===== src/rtl/mdu_ctrl_pkg.sv =====
// Shared MDU encodings: opcode and sequencer state enums.
package mdu_ctrl_pkg;

  typedef enum logic [2:0] {
    MDU_NOP   = 3'd0,
    MDU_MULT  = 3'd1,
    MDU_MULTU = 3'd2,
    MDU_DIV   = 3'd3,
    MDU_DIVU  = 3'd4,
    MDU_MTHI  = 3'd5,
    MDU_MTLO  = 3'd6
  } mdu_op_e;

  typedef enum logic [1:0] {
    MDU_IDLE = 2'd0,
    MDU_CALC = 2'd1,
    MDU_FIX  = 2'd2
  } mdu_state_e;

endpackage


===== src/rtl/mdu_ctrl_if.sv =====
// Decoder/hazard-side bundle for the MDU: op request, flush, status and HI/LO.
interface mdu_ctrl_if #(
  parameter int unsigned DW = 32
);
  logic          start;
  logic [2:0]    op;
  logic [DW-1:0] a;
  logic [DW-1:0] b;
  logic          flush;
  logic          busy;
  logic          done;
  logic [DW-1:0] hi;
  logic [DW-1:0] lo;

  modport master (output start, op, a, b, flush, input busy, done, hi, lo);
  modport slave  (input start, op, a, b, flush, output busy, done, hi, lo);
endinterface


===== src/rtl/mdu_step.sv =====
// One radix-2 iteration: shift-add multiply or restoring shift-subtract divide.
module mdu_step #(
  parameter int unsigned DW = 32
) (
  input  logic [2*DW-1:0] acc,
  input  logic [DW-1:0]   opnd,
  input  logic            is_div,
  output logic [2*DW-1:0] acc_nxt,
  output logic            q_bit
);
  logic [DW:0] sum;
  logic [DW:0] rem_sh;
  logic [DW:0] diff;

  always_comb begin
    sum     = {1'b0, acc[2*DW-1:DW]} + {1'b0, opnd};
    rem_sh  = acc[2*DW-1:DW-1];
    diff    = rem_sh - {1'b0, opnd};
    q_bit   = 1'b0;
    acc_nxt = acc;
    if (is_div) begin
      // rem_sh < 2*divisor, so diff[DW] is exactly the borrow
      q_bit   = ~diff[DW];
      acc_nxt = {(q_bit ? diff[DW-1:0] : rem_sh[DW-1:0]), acc[DW-2:0], 1'b0};
    end else if (acc[0]) begin
      acc_nxt = {sum, acc[DW-1:1]};
    end else begin
      acc_nxt = {1'b0, acc[2*DW-1:1]};
    end
  end
endmodule


===== src/rtl/mdu_ctrl.sv =====
// Iterative MULT/DIV sequencer owning HI/LO. Define MDU_FAST_MUL_EN to
// replace the iterative multiply with a single-cycle multiplier.
module mdu_ctrl
  import mdu_ctrl_pkg::*;
#(
  parameter int unsigned DW    = 32,
  parameter int unsigned CNT_W = 6
) (
  input logic       clk,
  input logic       rstn,
  mdu_ctrl_if.slave bus
);
  localparam int unsigned AW = 2 * DW;

  mdu_state_e    state_q, state_d;
  mdu_op_e       op_e;
  logic [CNT_W-1:0] cnt_q, cnt_d;
  logic [AW-1:0] acc_q, acc_d, step_acc, prod_fix;
  logic [DW-1:0] opnd_q, opnd_d, hi_q, hi_d, lo_q, lo_d;
  logic [DW-1:0] mag_a, mag_b, quo_fix, rem_fix;
  logic          is_div_q, is_div_d, dbz_q, dbz_d;
  logic          neg_q, neg_d, rneg_q, rneg_d, done_q, done_d;
  logic          sgn, step_q;

  assign op_e = mdu_op_e'(bus.op);

  mdu_step #(.DW(DW)) u_step (
    .acc     (acc_q),
    .opnd    (opnd_q),
    .is_div  (is_div_q),
    .acc_nxt (step_acc),
    .q_bit   (step_q)
  );

  always_comb begin
    sgn      = (op_e == MDU_MULT) || (op_e == MDU_DIV);
    mag_a    = (sgn && bus.a[DW-1]) ? -bus.a : bus.a;
    mag_b    = (sgn && bus.b[DW-1]) ? -bus.b : bus.b;
    prod_fix = neg_q ? -acc_q : acc_q;
    quo_fix  = neg_q ? -acc_q[DW-1:0] : acc_q[DW-1:0];
    rem_fix  = rneg_q ? -acc_q[AW-1:DW] : acc_q[AW-1:DW];

    state_d  = state_q;
    cnt_d    = cnt_q;
    acc_d    = acc_q;
    opnd_d   = opnd_q;
    hi_d     = hi_q;
    lo_d     = lo_q;
    is_div_d = is_div_q;
    dbz_d    = dbz_q;
    neg_d    = neg_q;
    rneg_d   = rneg_q;
    done_d   = 1'b0;

    case (state_q)
      MDU_IDLE: begin
        if (bus.start && !bus.flush) begin
          case (op_e)
            MDU_MTHI: hi_d = bus.a;
            MDU_MTLO: lo_d = bus.a;
            MDU_MULT, MDU_MULTU: begin
              is_div_d = 1'b0;
              dbz_d    = 1'b0;
              neg_d    = sgn & (bus.a[DW-1] ^ bus.b[DW-1]);
              rneg_d   = 1'b0;
              opnd_d   = mag_a;
              cnt_d    = CNT_W'(DW - 1);
`ifdef MDU_FAST_MUL_EN
              acc_d    = AW'(mag_a) * AW'(mag_b);
              state_d  = MDU_FIX;
`else
              acc_d    = {{DW{1'b0}}, mag_b};
              state_d  = MDU_CALC;
`endif
            end
            MDU_DIV, MDU_DIVU: begin
              is_div_d = 1'b1;
              neg_d    = sgn & (bus.a[DW-1] ^ bus.b[DW-1]);
              rneg_d   = sgn & bus.a[DW-1];
              opnd_d   = mag_b;
              cnt_d    = CNT_W'(DW - 1);
              if (bus.b == '0) begin
                // raw dividend is parked in acc so FIX can return it as HI
                dbz_d   = 1'b1;
                acc_d   = {{DW{1'b0}}, bus.a};
                state_d = MDU_FIX;
              end else begin
                dbz_d   = 1'b0;
                acc_d   = {{DW{1'b0}}, mag_a};
                state_d = MDU_CALC;
              end
            end
            default: ;
          endcase
        end
      end
      MDU_CALC: begin
        if (bus.flush) begin
          state_d = MDU_IDLE;
        end else begin
          // step leaves the quotient slot clear; fill it from q_bit
          acc_d = {step_acc[AW-1:1], step_acc[0] | step_q};
          if (cnt_q == '0) begin
            state_d = MDU_FIX;
          end else begin
            cnt_d = cnt_q - 1'b1;
          end
        end
      end
      MDU_FIX: begin
        state_d = MDU_IDLE;
        if (!bus.flush) begin
          done_d = 1'b1;
          if (!is_div_q) begin
            {hi_d, lo_d} = prod_fix;
          end else if (dbz_q) begin
            hi_d = acc_q[DW-1:0];
            lo_d = '1;
          end else begin
            hi_d = rem_fix;
            lo_d = quo_fix;
          end
        end
      end
      default: state_d = MDU_IDLE;
    endcase
  end

  always_ff @(posedge clk or negedge rstn) begin
    if (!rstn) begin
      state_q  <= MDU_IDLE;
      cnt_q    <= '0;
      acc_q    <= '0;
      opnd_q   <= '0;
      hi_q     <= '0;
      lo_q     <= '0;
      is_div_q <= 1'b0;
      dbz_q    <= 1'b0;
      neg_q    <= 1'b0;
      rneg_q   <= 1'b0;
      done_q   <= 1'b0;
    end else begin
      state_q  <= state_d;
      cnt_q    <= cnt_d;
      acc_q    <= acc_d;
      opnd_q   <= opnd_d;
      hi_q     <= hi_d;
      lo_q     <= lo_d;
      is_div_q <= is_div_d;
      dbz_q    <= dbz_d;
      neg_q    <= neg_d;
      rneg_q   <= rneg_d;
      done_q   <= done_d;
    end
  end

  assign bus.busy = (state_q != MDU_IDLE);
  assign bus.done = done_q;
  assign bus.hi   = hi_q;
  assign bus.lo   = lo_q;
endmodule


===== src/flat_wrapper.sv =====
// flat-port wrapper written by rule: the top's interface ports become plain ports
module mdu_ctrl_flat import mdu_ctrl_pkg::*;
#(
  parameter int unsigned DW    = 32,
  parameter int unsigned CNT_W = 6
)
  (clk, rstn, bus_start, bus_op, bus_a, bus_b, bus_flush, bus_busy, bus_done, bus_hi, bus_lo);
  mdu_ctrl_if #(.DW(DW)) bus_i ();
  input logic clk;
  input logic rstn;
  input wire logic [$bits(bus_i.start)-1:0] bus_start;
  input wire logic [$bits(bus_i.op)-1:0] bus_op;
  input wire logic [$bits(bus_i.a)-1:0] bus_a;
  input wire logic [$bits(bus_i.b)-1:0] bus_b;
  input wire logic [$bits(bus_i.flush)-1:0] bus_flush;
  output wire logic [$bits(bus_i.busy)-1:0] bus_busy;
  output wire logic [$bits(bus_i.done)-1:0] bus_done;
  output wire logic [$bits(bus_i.hi)-1:0] bus_hi;
  output wire logic [$bits(bus_i.lo)-1:0] bus_lo;
  assign bus_i.start = bus_start;
  assign bus_i.op = bus_op;
  assign bus_i.a = bus_a;
  assign bus_i.b = bus_b;
  assign bus_i.flush = bus_flush;
  assign bus_busy = bus_i.busy;
  assign bus_done = bus_i.done;
  assign bus_hi = bus_i.hi;
  assign bus_lo = bus_i.lo;
  mdu_ctrl #(.DW(DW), .CNT_W(CNT_W)) u_core (.clk(clk), .rstn(rstn), .bus(bus_i));
endmodule

===== config.mk =====
export PLATFORM = sky130hd
export DESIGN_NAME = mdu_ctrl_flat
export DESIGN_NICKNAME = d
export VERILOG_FILES = /design/src/rtl/mdu_ctrl_pkg.sv /design/src/rtl/mdu_ctrl_if.sv /design/src/rtl/mdu_step.sv /design/src/rtl/mdu_ctrl.sv /design/src/flat_wrapper.sv
export SDC_FILE = /design/constraint.sdc
export NUM_CORES = 1
export LEC_CHECK = 0
export ABC_AREA = 1
export ABC_CLOCK_PERIOD_IN_PS = 3300
export BUFFER_PORTS_ARGS = -buffer_cell sky130_fd_sc_hd__buf_2
export CORE_MARGIN = 5
export CORE_UTILIZATION = 35
export CTS_BUF_LIST = sky130_fd_sc_hd__clkbuf_4
export CTS_CLUSTER_DIAMETER = 60
export CTS_CLUSTER_SIZE = 8
export DETAILED_ROUTE_END_ITERATION = 8
export GPL_ROUTABILITY_DRIVEN = 0
export HOLD_SLACK_MARGIN = 0.15
export PLACE_DENSITY = 0.59
export SLEW_MARGIN = 20
export SYNTH_ARGS = -nofsm -noshare
export SYNTH_HDL_FRONTEND = slang
export SYNTH_HIERARCHICAL = 1
export SYNTH_SLANG_ARGS = --single-unit

===== constraint.sdc =====
create_clock -name clk -period 3.3 [get_ports clk]
set_clock_uncertainty 0.2 [all_clocks]
set_input_delay 0.99 -clock clk [delete_from_list [all_inputs] [get_ports clk]]
set_output_delay 0.99 -clock clk [all_outputs]
set_load 0.02 [all_outputs]

# == After elaboration in Yosys (flattened, before gate mapping) ==
# Index checks and enable logic that the tools add are counted.
# totals
out_inout_bits,66
input_bits,71
wordCells,107
register_bits,173
# classes
eq_ne,17
reduce_logical,22
bitwise_logic,5
n_addsub,8
muxes,44
# ops
operator,n
2-to-1 mux 32 bit,16
2-to-1 mux 64 bit,5
one-hot mux 64 bit (2 select lines),2
one-hot mux 32 bit (2 select lines),3
negator 32 bit,4
negator 64 bit,1
adder 32 x 32 -> 33 bit,1
subtractor 33 x 32 -> 33 bit,1
zero test 32 bit,1
2-to-1 mux 6 bit,4
"!= test 2 bit, second input constant",6
one-hot mux 6 bit (2 select lines),1
AND reduction 4 bit,3
"== test 3 bit, second input constant",3
AND reduction 3 bit,3
2-to-1 mux 2 bit,4
one-hot mux 2 bit (2 select lines),2
nonzero test 2 bit,4
"== test 3 x 2 -> 1 bit, second input constant",2
zero test 6 bit,1
one-hot mux 1 bit (2 select lines),3
"subtractor 6 x 1 -> 6 bit, second input constant",1
AND reduction 5 bit,1
2-to-1 mux 1 bit,4
other kinds (16),20

# == Longest topological paths before layout ==
# depth
word_depth,8
mapped_depth,21
ltp_nobuf,20

# == Hierarchy ==
# Netlist, hierarchy kept.
# modules_own_cells
module,cells_per_inst,seq_area_each_um2,area_each_um2,n_inst
mdu_ctrl,2303,4329.2,14002.2,1
mdu_step,1290,0.0,6043.3,1

# == Least setup slack after synthesis ==
# Ideal clock, no wire load.
# synth_timing
path_kind,input port to flip-flop
startpoint,input port bus_b[0]
endpoint,register u_core.acc_q[5]
arrival_ps,2330
t_required_ps,2972
cell_stages,16
path_buffers,1
setup_ps,128
slack_ps,642
cell_sequence,inv_1 -> ha_1 -> inv_1 -> nor2_2 -> nand2_1 -> nor2_1 -> nand2_1 -> nor2_4 -> inv_2 -> buf_6 -> nand2_1 -> o21ai_1 -> nand2_1 -> nand3_1 -> nand2_1 -> o21ai_1
# synth_between
elab_chain_cells,5
word_cells_on_any_way,7
cone_classes,add/sub: 1; mux: 5; reduce/logical: 1
# synth_rtl
item,line,text
start: declaration,flat_wrapper.sv:14,input wire logic [$bits(bus_i.b)-1:0] bus_b;
negator 32 bit or zero test 32 bit (tied branches),"mdu_ctrl.sv:38, mdu_ctrl.sv:82",
2-to-1 mux 32 bit (on tied branches),"mdu_ctrl.sv:38, mdu_ctrl.sv:82",
one-hot mux 64 bit (2 select lines) *,mdu_ctrl.sv:58,case (op_e)
2-to-1 mux 64 bit *,mdu_ctrl.sv:57,if (bus.start && !bus.flush) begin
one-hot mux 64 bit (2 select lines) *,mdu_ctrl.sv:55,case (state_q)
end signal: assignment,mdu_ctrl.sv:133,acc_q <= '0;
end signal: assignment,mdu_ctrl.sv:145,acc_q <= acc_d;
end: declaration,mdu_ctrl.sv:18,"logic [AW-1:0] acc_q, acc_d, step_acc, prod_fix;"
# Mark *: on every way between the ends. The rest lies on a longest branch, timed or not. The select of a mux whose other input is x is not followed.
# A chain may end at the register's enable or synchronous reset.

# == Worst setup path in the final report ==
# layout_timing
startpoint,register u_core.opnd_q[21]
endpoint,register u_core.acc_q[0]
# layout_between
elab_chain_cells,6
# layout_rtl
item,line,text
start: declaration,mdu_ctrl.sv:19,"logic [DW-1:0] opnd_q, opnd_d, hi_q, hi_d, lo_q, lo_d;"
start signal: assignment,mdu_ctrl.sv:146,opnd_q <= opnd_d;
subtractor 33 x 32 -> 33 bit,mdu_step.sv:18,"diff = rem_sh - {1'b0, opnd};"
inverter 1 bit,mdu_step.sv:23,q_bit = ~diff[DW];
2-to-1 mux 1 bit,mdu_step.sv:21,if (is_div) begin
net u_core.step_q,mdu_ctrl.sv:23,"logic sgn, step_q;"
OR 1 bit,mdu_ctrl.sv:102,"acc_d = {step_acc[AW-1:1], step_acc[0] | step_q};"
2-to-1 mux 64 bit,mdu_ctrl.sv:98,if (bus.flush) begin
one-hot mux 64 bit (2 select lines),mdu_ctrl.sv:55,
# The timed path passes the listed nets, and every way through them passes these cells. The select of a mux whose other input is x is not followed.

==> summary.md <==
| Metric | Value |
|---|---|
| Core outline area | between 50000 and 60000 um2 |
| Clock latency of the later-clocked register in the worst-skew pair | 0.74 ns |
| Net count after synthesis | about 3700 |
| Number of top-level design ports | ~140 |
| Sequential area share after synthesis | between 20 and 25% |
| Area delta synth->final | 12.08% |
| Ranking of synthesized cells by area | sky130_fd_sc_hd__nand2_1 (22%), sky130_fd_sc_hd__dfrtp_1 (22%), sky130_fd_sc_hd__nor2_1 (9.3%) |
| Sinks on Clock Net | between 150 and 200 |
| Slew at the pin with the worst max-slew slack | between 0.9 and 1 ns |
| Post-synthesis async set-or-reset flop share | 100.0% |
| Average footprint of a synthesized cell | around 5.6 um2 |
| Final worst-path cycle share | between 90% and 100% |
| Detailed-route vias per instance | around 5.5 |
| Element type at the critical path start | flip-flop |
| Cell type contributing the most total cell area after synthesis | sky130_fd_sc_hd__nand2_1 |
| EDFF count, synth | 0 |
| Top cells by instance count after synthesis | sky130_fd_sc_hd__nand2_1 (1173), sky130_fd_sc_hd__nor2_1 (496), sky130_fd_sc_hd__inv_1 (437) |
| Max-cap violations | 0 |
| Clock tree from TritonCTS | yes |
| Maximum operating frequency | about 330 MHz |
| Max Fanout on Critical Path | 8 |
| Global-route wire length before repair | 139500 um |
| Row Count | between 80 and 90 |
| Number of synthesized register bits | ~170 |
| Count of nets left with antenna violations after detail routing | 0 |
| Setup fix buffers added after clock tree synthesis | 0 |
| Arrival time of data at the critical path endpoint | around 3.5 ns |
| Final slew viol count | 0 |
| Final setup viols | 0 |
| Drt pass-1 iters | 6 |
| Overall via count from detail_route | ~25000 |
| Dpl hpwl | 77880 um |
| Horizontal die dimension | around 250 um |
| GRT Resource Usage Total | 29.12% |
| Gr ovfl total | 0 |
| PnR Total Power | between 0.015 and 0.02 W |
| Share of Yosys cell area claimed by the top area cell type | between 20 and 25% |
| DRC violation count after routing | 0 |
| Static leakage | roughly 12 nW |
| Dominant cell by count in the synthesized netlist | sky130_fd_sc_hd__nand2_1 |
| IO Port Bufs | about 140 |
| Wire length after detailed routing | about 95000 um |
| Cell area after synthesis | between 20000 and 25000 um2 |
| Number of nets in the finished design | 3894 |
| Number of buffers on the longest clock path | 2 |
| Headroom to the max-slew limit | 34.39% |
| Synthesized netlist cell count | about 3600 |
| Worst IR drop on VDD | 0.4216 mV |
| Critical Path RT | roughly 3.7 ns |
| Crit end category | flip-flop |
| H-tree levels | 4 |
| RSZ-0062 raised after global routing | no |
| Routed WL per cell | 20.99 um |
| Final Hold Fails | 0 |
| Post-layout min period | approximately 3.1 ns |
| Die height | about 250 um |
| Inserted Clock Buffers | 17 |
| Type of the worst setup path | flip-flop to flip-flop |
| Initial antenna violation count | 6 |
| Number of global-route vias before repair | roughly 23000 |
| Power per unit of standard cell area | 722.6 nW/um2 |
| Share of post-route cells with drive strength above 1 | between 10 and 15% |
| Clock-pin slew of the registers on the worst-case setup and hold paths | approximately 0.17 ns |
| Number of distinct library cells after synthesis | 60 |
| Count of routing violations after the opening detailed-route iteration | between 3000 and 4000 |
| Result of the run | completed |
| Worst Hold Class | flip-flop to flip-flop |
| Area of the die | slightly above 60000 um2 |
| Largest net degree at the start of global routing | slightly below 80 |
| Total negative setup slack | 0 ns |
| Initial Util | between 30 and 40% |
| Root Buffer Master | sky130_fd_sc_hd__clkbuf_4 |
| Dominant synthesized flop cell | sky130_fd_sc_hd__dfrtp_1 |
| Synth warn | 6 |
==> cells in the final DEF (no fill, tap or decap), types with 17 or more instances in the layout <==
cell                       count
sky130_fd_sc_hd__a21oi_1     241
sky130_fd_sc_hd__buf_2       135
sky130_fd_sc_hd__buf_4       113
sky130_fd_sc_hd__clkbuf_4     17
sky130_fd_sc_hd__dfrtp_1     171
sky130_fd_sc_hd__ha_1         70
sky130_fd_sc_hd__inv_1       437
sky130_fd_sc_hd__inv_2        20
sky130_fd_sc_hd__nand2_1    1173
sky130_fd_sc_hd__nand2_2      19
sky130_fd_sc_hd__nand3_1     349
sky130_fd_sc_hd__nand4_1      28
sky130_fd_sc_hd__nor2_1      495
sky130_fd_sc_hd__nor2_2       18
sky130_fd_sc_hd__nor3_1       21
sky130_fd_sc_hd__o211ai_1     17
sky130_fd_sc_hd__o21ai_0     195
sky130_fd_sc_hd__o21ai_1      44
sky130_fd_sc_hd__xor2_1       54
==> power breakdown <==
group	total (W)	switching, W	internal, W
logic	0.0113	0.00781	0.00345
registers	0.00367	0.000897	0.00277
clock network	0.00130	0.000962	0.000342
==> worst max-delay path, cell delays in order, from the launching register on <==
cell and delay (ns):
sky130_fd_sc_hd__dfrtp_1 0.61, sky130_fd_sc_hd__inv_1 0.10, sky130_fd_sc_hd__ha_1 0.39, sky130_fd_sc_hd__nand2_1 0.11, sky130_fd_sc_hd__nand2_1 0.06, sky130_fd_sc_hd__nand2_1 0.06, sky130_fd_sc_hd__nand2_1 0.06, sky130_fd_sc_hd__inv_1 0.07
sky130_fd_sc_hd__nand2_1 0.08, sky130_fd_sc_hd__a21oi_2 0.17, sky130_fd_sc_hd__nand2_1 0.09, sky130_fd_sc_hd__nand2_1 0.08, sky130_fd_sc_hd__nand2_2 0.07, sky130_fd_sc_hd__buf_4 0.17, sky130_fd_sc_hd__nand2_1 0.12, sky130_fd_sc_hd__inv_1 0.13
sky130_fd_sc_hd__o311ai_1 0.27, sky130_fd_sc_hd__o21ai_0 0.12
==> kinds of logic (layout without fill, tap and decap cells) <==
kind of cell,count (synthesis),in the layout,share of synthesized area (%)
and+or+nand+nor,2145,2145,44.39
buffers and inverters,582,753,11.52
AOI/OAI and AO/OA,554,554,15.00
DFF,173,173,21.60
adders and majority gates,72,72,4.569
xor gates and xnor gates,67,67,2.927
other,0,1,0
==> area by class of cell <==
type | instances | area, um2
inverters | 460 | 1729
repair buffers | 261 | 1755
flip-flops and latches | 173 | 4332
clock inverters | 15 | 153.9
diodes | 1 | 2.502
multi-input cells | 2838 | 13420
well taps | 756 | 945.9
clock buffers | 17 | 127.6
fillers | 6387 | 34140
==> worst paths after layout <==
path / start / to / slack (ns) / cells past startpoint
worst max-delay path: u_core/opnd_q[21]$_DFFE_PN0P_ / u_core/acc_q[0]$_DFFE_PN0P_ / 0.24 / 17
worst min-delay path: u_core/bus.lo[24]$_DFFE_PN0P_ / u_core/bus.lo[24]$_DFFE_PN0P_ / 0.31 / 2
worst max register to register: u_core/opnd_q[21]$_DFFE_PN0P_ / u_core/acc_q[0]$_DFFE_PN0P_ / 0.24 / 17
worst min register to register: u_core/bus.lo[24]$_DFFE_PN0P_ / u_core/bus.lo[24]$_DFFE_PN0P_ / 0.31 / 2
max in group asynchronous: rstn / u_core/opnd_q[0]$_DFFE_PN0P_ / 1.63 / 3
min in group asynchronous: rstn / u_core/bus.lo[24]$_DFFE_PN0P_ / 0.56 / 2
==> per-stage QoR <==
stage                     cell area [um2]  hold slack [ns]  cells  setup WS [ns]  utilization, %
after floorplan                     20050           0.2767   3593         0.6423               -
after global placement              22160           0.2755   4486         0.1857           39.14
after detailed placement            22160           0.2730   4486         0.1514           39.14
after CTS                           22460           0.2670   4520         0.2459           39.68
after global routing                22470           0.3345   4521        0.05778           39.69
final                               22470           0.3127   4521         0.2355           39.69
==> metal layers <==
layer | vias up | track usage (%) | part of all wire (%)
li1 | 11795 | - | -
met1 | 11235 | 38.32 | 41
met2 | 1483 | 44.18 | 42
met3 | 289 | 7.663 | 11
met4 | 10 | 14.68 | 6.2
met5 | - | 0 | 0.058
==> sequential cells by signal, indices dropped and copies added (netlist names) <==
signal           cells
u_core/acc_q        64
u_core/bus.hi       32
u_core/bus.lo       32
u_core/opnd_q       32
u_core/cnt_q         6
u_core/state_q       2
u_core/bus.done      1
u_core/dbz_q         1
u_core/is_div_q      1
u_core/neg_q         1
u_core/rneg_q        1
==> what timing repair did <==
action                     4_1_cts  5_1_grt
gates resized for setup          0        2
hold endpoints to repair        51        0
setup endpoints to repair        0        2
hold buffers                     2        0
No activity file was read; power rests on OpenSTA's default activity.
